## src/rtl/rgbw_serial_rx.sv

```systemverilog
// rgbw_serial_rx: SK6812RGBW single-wire decoder that feeds the write port of an async FIFO.
// Define RGBW_RX_GLITCH_CHECK_EN to flag and drop words that contain a too-short high pulse.
module rgbw_serial_rx #(
    parameter int DATA_SIZE       = 32,
    parameter int RGBW_BIT_THRESH = 3,
    parameter int RGBW_MIN_HIGH   = 2,
    parameter int RGBW_STR_RST    = 20,
    parameter int COUNTER_MAX     = 7800
) (
    input  logic                 clk,
    input  logic                 rst,
    input  logic                 in_sig,
    input  logic                 in_wr_fifo_full,
    output logic                 out_wr_fifo_en,
    output logic [DATA_SIZE-1:0] out_wr_fifo_data,
    output logic                 out_frame_done,
    output logic                 out_err_overflow,
    output logic                 out_err_glitch
);
    localparam int CW = $clog2(COUNTER_MAX + 1);
    localparam int BW = $clog2(DATA_SIZE);

    localparam logic [CW-1:0] CNT_MAX    = CW'(COUNTER_MAX);
    localparam logic [CW-1:0] BIT_THRESH = CW'(RGBW_BIT_THRESH);
    localparam logic [CW-1:0] STR_RST    = CW'(RGBW_STR_RST);
    localparam logic [BW-1:0] LAST_BIT   = BW'(DATA_SIZE - 1);

    localparam logic [1:0] ST_SYNC = 2'd0;
    localparam logic [1:0] ST_IDLE = 2'd1;
    localparam logic [1:0] ST_HIGH = 2'd2;
    localparam logic [1:0] ST_LOW  = 2'd3;

    // A minimum at or above the 1-threshold would turn every legal 0 bit into a glitch.
    if (RGBW_MIN_HIGH >= RGBW_BIT_THRESH) begin : g_bad_min_high
        $error("RGBW_MIN_HIGH must be below RGBW_BIT_THRESH");
    end

    logic [1:0]           state;
    logic                 sync1;
    logic                 s_sig;
    logic                 sig_d;
    logic                 rise;
    logic                 fall;
    logic [CW-1:0]        cnt;
    logic [BW-1:0]        bit_cnt;
    logic [DATA_SIZE-2:0] shift;
    logic                 bit_val;
    logic [DATA_SIZE-1:0] word;

    assign rise    = s_sig & ~sig_d;
    assign fall    = ~s_sig & sig_d;
    assign bit_val = (cnt >= BIT_THRESH);
    // Only DATA_SIZE-1 bits are stored; the deciding bit joins them on the completing edge.
    assign word    = {shift, bit_val};

    always_ff @(posedge clk) begin
        if (!rst) begin
            sync1 <= 1'b0;
            s_sig <= 1'b0;
            sig_d <= 1'b0;
        end else begin
            sync1 <= in_sig;
            s_sig <= sync1;
            sig_d <= s_sig;
        end
    end

    // Restarts at 1 on an edge, so cnt is the number of clocks the current level has lasted.
    always_ff @(posedge clk) begin
        if (!rst) begin
            cnt <= '0;
        end else if (rise || fall) begin
            cnt <= CW'(1);
        end else if (cnt != CNT_MAX) begin
            cnt <= cnt + CW'(1);
        end
    end

`ifdef RGBW_RX_GLITCH_CHECK_EN
    localparam logic [CW-1:0] MIN_HIGH = CW'(RGBW_MIN_HIGH);
`else
    assign out_err_glitch = 1'b0;
`endif

    always_ff @(posedge clk) begin
        if (!rst) begin
            state            <= ST_SYNC;
            bit_cnt          <= '0;
            shift            <= '0;
            out_wr_fifo_en   <= 1'b0;
            out_wr_fifo_data <= '0;
            out_frame_done   <= 1'b0;
            out_err_overflow <= 1'b0;
`ifdef RGBW_RX_GLITCH_CHECK_EN
            out_err_glitch   <= 1'b0;
`endif
        end else begin
            out_wr_fifo_en <= 1'b0;
            out_frame_done <= 1'b0;
            case (state)
                ST_SYNC: begin
                    if (!s_sig && !fall && cnt >= STR_RST) begin
                        state <= ST_IDLE;
                    end
                end
                ST_IDLE: begin
                    if (rise) begin
                        state <= ST_HIGH;
                    end
                end
                ST_HIGH: begin
                    if (fall) begin
`ifdef RGBW_RX_GLITCH_CHECK_EN
                        if (cnt < MIN_HIGH) begin
                            out_err_glitch <= 1'b1;
                            bit_cnt        <= '0;
                            state          <= ST_SYNC;
                        end else
`endif
                        begin
                            shift <= word[DATA_SIZE-2:0];
                            state <= ST_LOW;
                            if (bit_cnt == LAST_BIT) begin
                                bit_cnt <= '0;
                                if (in_wr_fifo_full) begin
                                    out_err_overflow <= 1'b1;
                                end else begin
                                    out_wr_fifo_en   <= 1'b1;
                                    out_wr_fifo_data <= word;
                                end
                            end else begin
                                bit_cnt <= bit_cnt + BW'(1);
                            end
                        end
                    end
                end
                default: begin
                    if (rise) begin
                        state <= ST_HIGH;
                    end else if (cnt >= STR_RST) begin
                        out_frame_done <= 1'b1;
                        bit_cnt        <= '0;
                        state          <= ST_IDLE;
                    end
                end
            endcase
        end
    end
endmodule
```

## config.mk

```make
export PLATFORM = sky130hd
export DESIGN_NAME = rgbw_serial_rx
export DESIGN_NICKNAME = d
export VERILOG_FILES = /design/src/rtl/rgbw_serial_rx.sv
export SDC_FILE = /design/constraint.sdc
export NUM_CORES = 1
export LEC_CHECK = 0
export CORE_ASPECT_RATIO = 0.6
export CORE_MARGIN = 2
export CORE_UTILIZATION = 55
export DETAILED_ROUTE_END_ITERATION = 8
export GPL_ROUTABILITY_DRIVEN = 0
export PLACE_DENSITY = 0.78
export SYNTH_ARGS = -nofsm -noshare
export SYNTH_HDL_FRONTEND = slang
export SYNTH_SLANG_ARGS = --single-unit
```

## constraint.sdc

```tcl
create_clock -name clk -period 2 [get_ports clk]
set_input_delay 0.3 -clock clk [delete_from_list [all_inputs] [get_ports clk]]
set_output_delay 0.3 -clock clk [all_outputs]
set_load 0.01 [all_outputs]
```

Word level (Yosys, flattened, before mapping). Cells that the tools add are included. Widths: inputs -> output; s select.

Register bits: 89. Bits of input ports: 4. Output and inout port bits: 36. Logic and storage cells: 64.

$add $sub $neg: 2. Magnitude comparators: 2. Eq/ne operators: 8. Muxes and demuxes: 15. Bitwise logic cells: 7. Reductions and logical operators: 18.

Operators by type and width (number): $mux 5 (4); $reduce_and 4->1 (5); $add 13x1->13 const B (1); $ge 13x2->1 const B (1); $ge 13x5->1 const B (1); $ne 13x13->1 const B (1); $mux 2 (5); $pmux 5 s2 (1); $ne 2x2->1 const B (3); $pmux 2 s3 (1); $add 5x1->5 const B (1); $eq 5x5->1 const B (1); $not 1->1 (5); $reduce_or 5->1 (1); $mux 1 (4); $reduce_bool 2->1 (2); $reduce_bool 4->1 (1); $reduce_or 2->1 (2); $and 1x1->1 (2); $eq 2x1->1 const B (1); $eq 2x2->1 const B (1); $logic_and 1x1->1 (2); $logic_not 1->1 (2); $logic_not 2->1 (1); 3 further kinds (3).

Logic depth before layout (Yosys ltp).
Depth in word-level cells: 7. Depth in mapped cells: 9. Depth with buffers taken out: 7.

Worst setup path after synthesis. No wires, ideal clock.

Path type: register to register. Start point: register bit_cnt[0]. End point: register bit_cnt[2]. Setup time: 0.060 ns. Arrival: 1.734 ns. Required time: 1.940 ns. Path slack: 0.205 ns. Cell stages (with the launch flop): 8. Path buffers: 0. Period minus slack after synthesis: 1.795 ns. Cell sequence: dfxtp_1 ha_1 and3_1 ha_1 nand3b_1 a2111o_1 nor3b_1 a311o_1.

Longest elaborated chain between the ends: 4. Elaborated cells between the ends (all ways): 5. Classes of those cells: add/sub (1); eq/ne (1); mux (3).

RTL lines: start, declared (RTL line 45) `logic [BW-1:0] bit_cnt;`; start signal, assigned (RTL line 132) `bit_cnt <= bit_cnt + BW'(1);`; $add 5x1->5 / $eq 5x5->1 (equally long branches) (RTL line 132, 123); $mux 5 * (RTL line 123) `if (bit_cnt == LAST_BIT) begin`; $mux 5 * (RTL line 112) `if (fall) begin`; $pmux 5 s2 * (RTL line 100) `case (state)`.

Mark *: on every way between the ends. The rest lies on a longest branch, timed or not. The select of a mux whose other input is x is not followed. A chain may end at the register's enable or synchronous reset.

Worst setup path after layout. Same ends and word-level chain as after synthesis.

==> impl_metrics.env <==
export IMPL_fmax_mhz=523
export IMPL_async_reset_ff_share_pct=0
export IMPL_synth_area_leaders="dfxtp_1 (50%), nand2_1 (14%), a21oi_1 (9.2%), ha_1 (3.9%), xor2_1 (2.2%)"
export IMPL_path_class="flop to flop"
export IMPL_dr_pass1_iters=4
export IMPL_relSlewSlack_pct=64.6
export IMPL_power_density_nw_per_um2=707
export IMPL_worstMarginPinSlew_ps=525
export IMPL_synth_xor_area_share_pct=2.47
export IMPL_synth_compound_area_share_pct=13.3
export IMPL_period_share_pct=95.6
export IMPL_synth_main_ff_cell="dfxtp_1"
export IMPL_dpl_hpwl_mm=4.92
export IMPL_outcome="complete, no violations"
export IMPL_synth_nets=447
export IMPL_drtIter0Drc=161
export IMPL_end_kind="flop"
export IMPL_grt_total_usage_pct=22.0
export IMPL_fin_area_um2=4250
export IMPL_fin_setup_tns_ps=0
export IMPL_yosysSeqAreaShare_pct=50.3
export IMPL_gr_total_overflow=0
export IMPL_syn_area_um2=3540
export IMPL_fp_row_count=22
export IMPL_wl_per_cell_um=13.0
export IMPL_ys_warn_count=0
export IMPL_via_count=2940
export IMPL_antenna_cells=0
export IMPL_vdd_drop_max_v=0.000394
export IMPL_path_clk_slew_ps=90
export IMPL_cts_tree="built"
export IMPL_die_w_um=108
export IMPL_rsz0062_at_grt="false"
export IMPL_synth_edf_count=0
export IMPL_arrival_ps=2220
export IMPL_start_util_pct=57.5
export IMPL_final_max_slew_viol_count=0
export IMPL_finalHoldViolCount=0
export IMPL_hp_class="flop to flop"
export IMPL_die_h_um=66.2
export IMPL_yosys_area_share_simple_pct=24.5
export IMPL_fin_crit_ps=1910
export IMPL_yosys_cell_count_top_type="nand2_1"
export IMPL_synth_cell_types=44
export IMPL_wl_mm=7.25
export IMPL_synthCells=432
export IMPL_dieArea_um2=7120
export IMPL_layout_drive_gt1_share_pct=7.79
export IMPL_grt_pass1_vias=2700
export IMPL_synth_mux_area_share_pct=0.847
export IMPL_grt_pass1_wl_mm=12.2
export IMPL_syn2layout_area_growth_pct=19.8
export IMPL_cp_required_ps=2300
export IMPL_antenna_found_initial=0
export IMPL_yosys_top_cells_count="nand2_1 (135), dfxtp_1 (89), a21oi_1 (65)"
export IMPL_yosysTopAreaCell="dfxtp_1"
export IMPL_io_pins=40
export IMPL_worstSkewPairLatency_ps=350
export IMPL_setup_viol_count_final=0
export IMPL_ys_seq_elements=89
export IMPL_synth_top_family_by_area="simple AND/OR/NAND/NOR gates"
export IMPL_cts_hold_buf=0
export IMPL_start_kind="flop"
export IMPL_synthAdderAreaFrac_pct=3.88
export IMPL_viasPerCell=5.26
export IMPL_place_area_um2=4060
export IMPL_clock_skew_ps=13.5
export IMPL_fillCellCount=514
export IMPL_syn_avg_cell_area_um2=8.21
export IMPL_root_buffer="clkbuf_8"
export IMPL_clk_path_buf_depth=2
export IMPL_ant_nets=0
export IMPL_cts_resized=0
export IMPL_core_area_um2=6170
export IMPL_htree_levels=3
export IMPL_grt_start_max_net_pins=70
export IMPL_drc=0
export IMPL_synth_top_area_share_pct=50.3
export IMPL_p_leak_nw=1.47
export IMPL_max_cap_viol_count=0
export IMPL_crit_fanout=4
export IMPL_cts_setup_buffers=0
export IMPL_clock_sinks=89
export IMPL_portBuffers=38
export IMPL_tritoncts_num_buffers=9
export IMPL_nets=485
## power by group
group          leakage (nW)  switching, mW  internal [mW]
logic                 0.670         0.0630         0.0360
registers             0.718        0.00506           1.78
clock network        0.0863          0.628          0.492
total                  1.47          0.696           2.31
## worst paths after layout
path         slack, ps            startpoint  cells after the start                    to
max                 90            bit_cnt[0]                      7            bit_cnt[2]
min                450  out_wr_fifo_data[16]                      2  out_wr_fifo_data[16]
max reg2reg         90            bit_cnt[0]                      7            bit_cnt[2]
min reg2reg        450  out_wr_fifo_data[16]                      2  out_wr_fifo_data[16]
## cells in the final DEF (no fill, tap or decap), drive strengths merged, types with 2 or more instances in the layout
| master | instances |
|---|---|
| nor2 | 20 |
| dfxtp | 89 |
| or4 | 2 |
| inv | 15 |
| a31oi | 2 |
| and3 | 5 |
| nor3 | 2 |
| ha | 11 |
| xor2 | 9 |
| nor4 | 3 |
| and4 | 3 |
| clkdlybuf4s50 | 38 |
| and2 | 3 |
| nor3b | 3 |
| buf | 15 |
| o21a | 2 |
| nand4 | 5 |
| o21ai | 8 |
| mux2i | 3 |
| a211oi | 2 |
| a21oi | 65 |
| nand3b | 2 |
| a311o | 2 |
| clkinvlp | 2 |
| nand2 | 135 |
| clkbuf | 11 |
| nand3 | 4 |
## worst max-delay path: stages, from the launching register on
cell and delay (ps):
dfxtp_2 350, ha_1 210, and3_1 190, ha_1 200, nand3b_1 180, a2111o_1 400
nor3b_1 220, a311o_1 130
## metrics by stage
stage	instances	total power [mW]	util, %	worst slack [ps]	hold slack [ps]
6_report	559	3.00	68.9	87.3	455
5_1_grt	559	3.12	68.9	6.08	471
4_1_cts	559	3.02	68.7	84.4	459
3_5_place_dp	543	1.92	65.8	102	432
3_3_place_gp	543	1.92	65.8	155	436
2_1_floorplan	432	1.88	-	205	412
## metal layers
layer | wire (um) | up-vias | share of wire (%) | GRT usage (%)
met5 | 0 | - | 0 | 0
li1 | - | 1505 | - | -
met3 | 405 | 4 | 5.6 | 8.37
met4 | 43 | 0 | 0.59 | 4.81
met1 | 3620 | 1371 | 50 | 29.6
met2 | 3180 | 60 | 44 | 33.7
## final cells by class
class	count	area, um^2	area share (%)
clock buffers	11	141	3.33
clock inverters	5	37.5	0.884
inverters	13	48.8	1.15
multi-input cells	304	1610	37.9
flip-flops and latches	89	1780	42.0
well taps	84	105	2.47
repair buffers	53	522	12.3
## kinds of logic (layout without fill, tap and decap cells)
family | count (synthesis) | count (layout)
AOI/OAI and AO/OA | 85 | 85
xor gates and xnor gates | 10 | 10
adders and majority gates | 11 | 11
buffers and inverters | 39 | 82
DFF | 89 | 89
muxes | 3 | 3
other | 1 | 1
and+or+nand+nor | 194 | 194
## sequential cells by signal, summed over array words and instances (netlist names)
| name | flops |
|---|---|
| out_wr_fifo_data | 32 |
| shift | 31 |
| cnt | 13 |
| bit_cnt | 5 |
| state | 2 |
| out_err_overflow | 1 |
| out_frame_done | 1 |
| out_wr_fifo_en | 1 |
| s_sig | 1 |
| sig_d | 1 |
| sync1 | 1 |
Power figures use the tool's default switching activity.
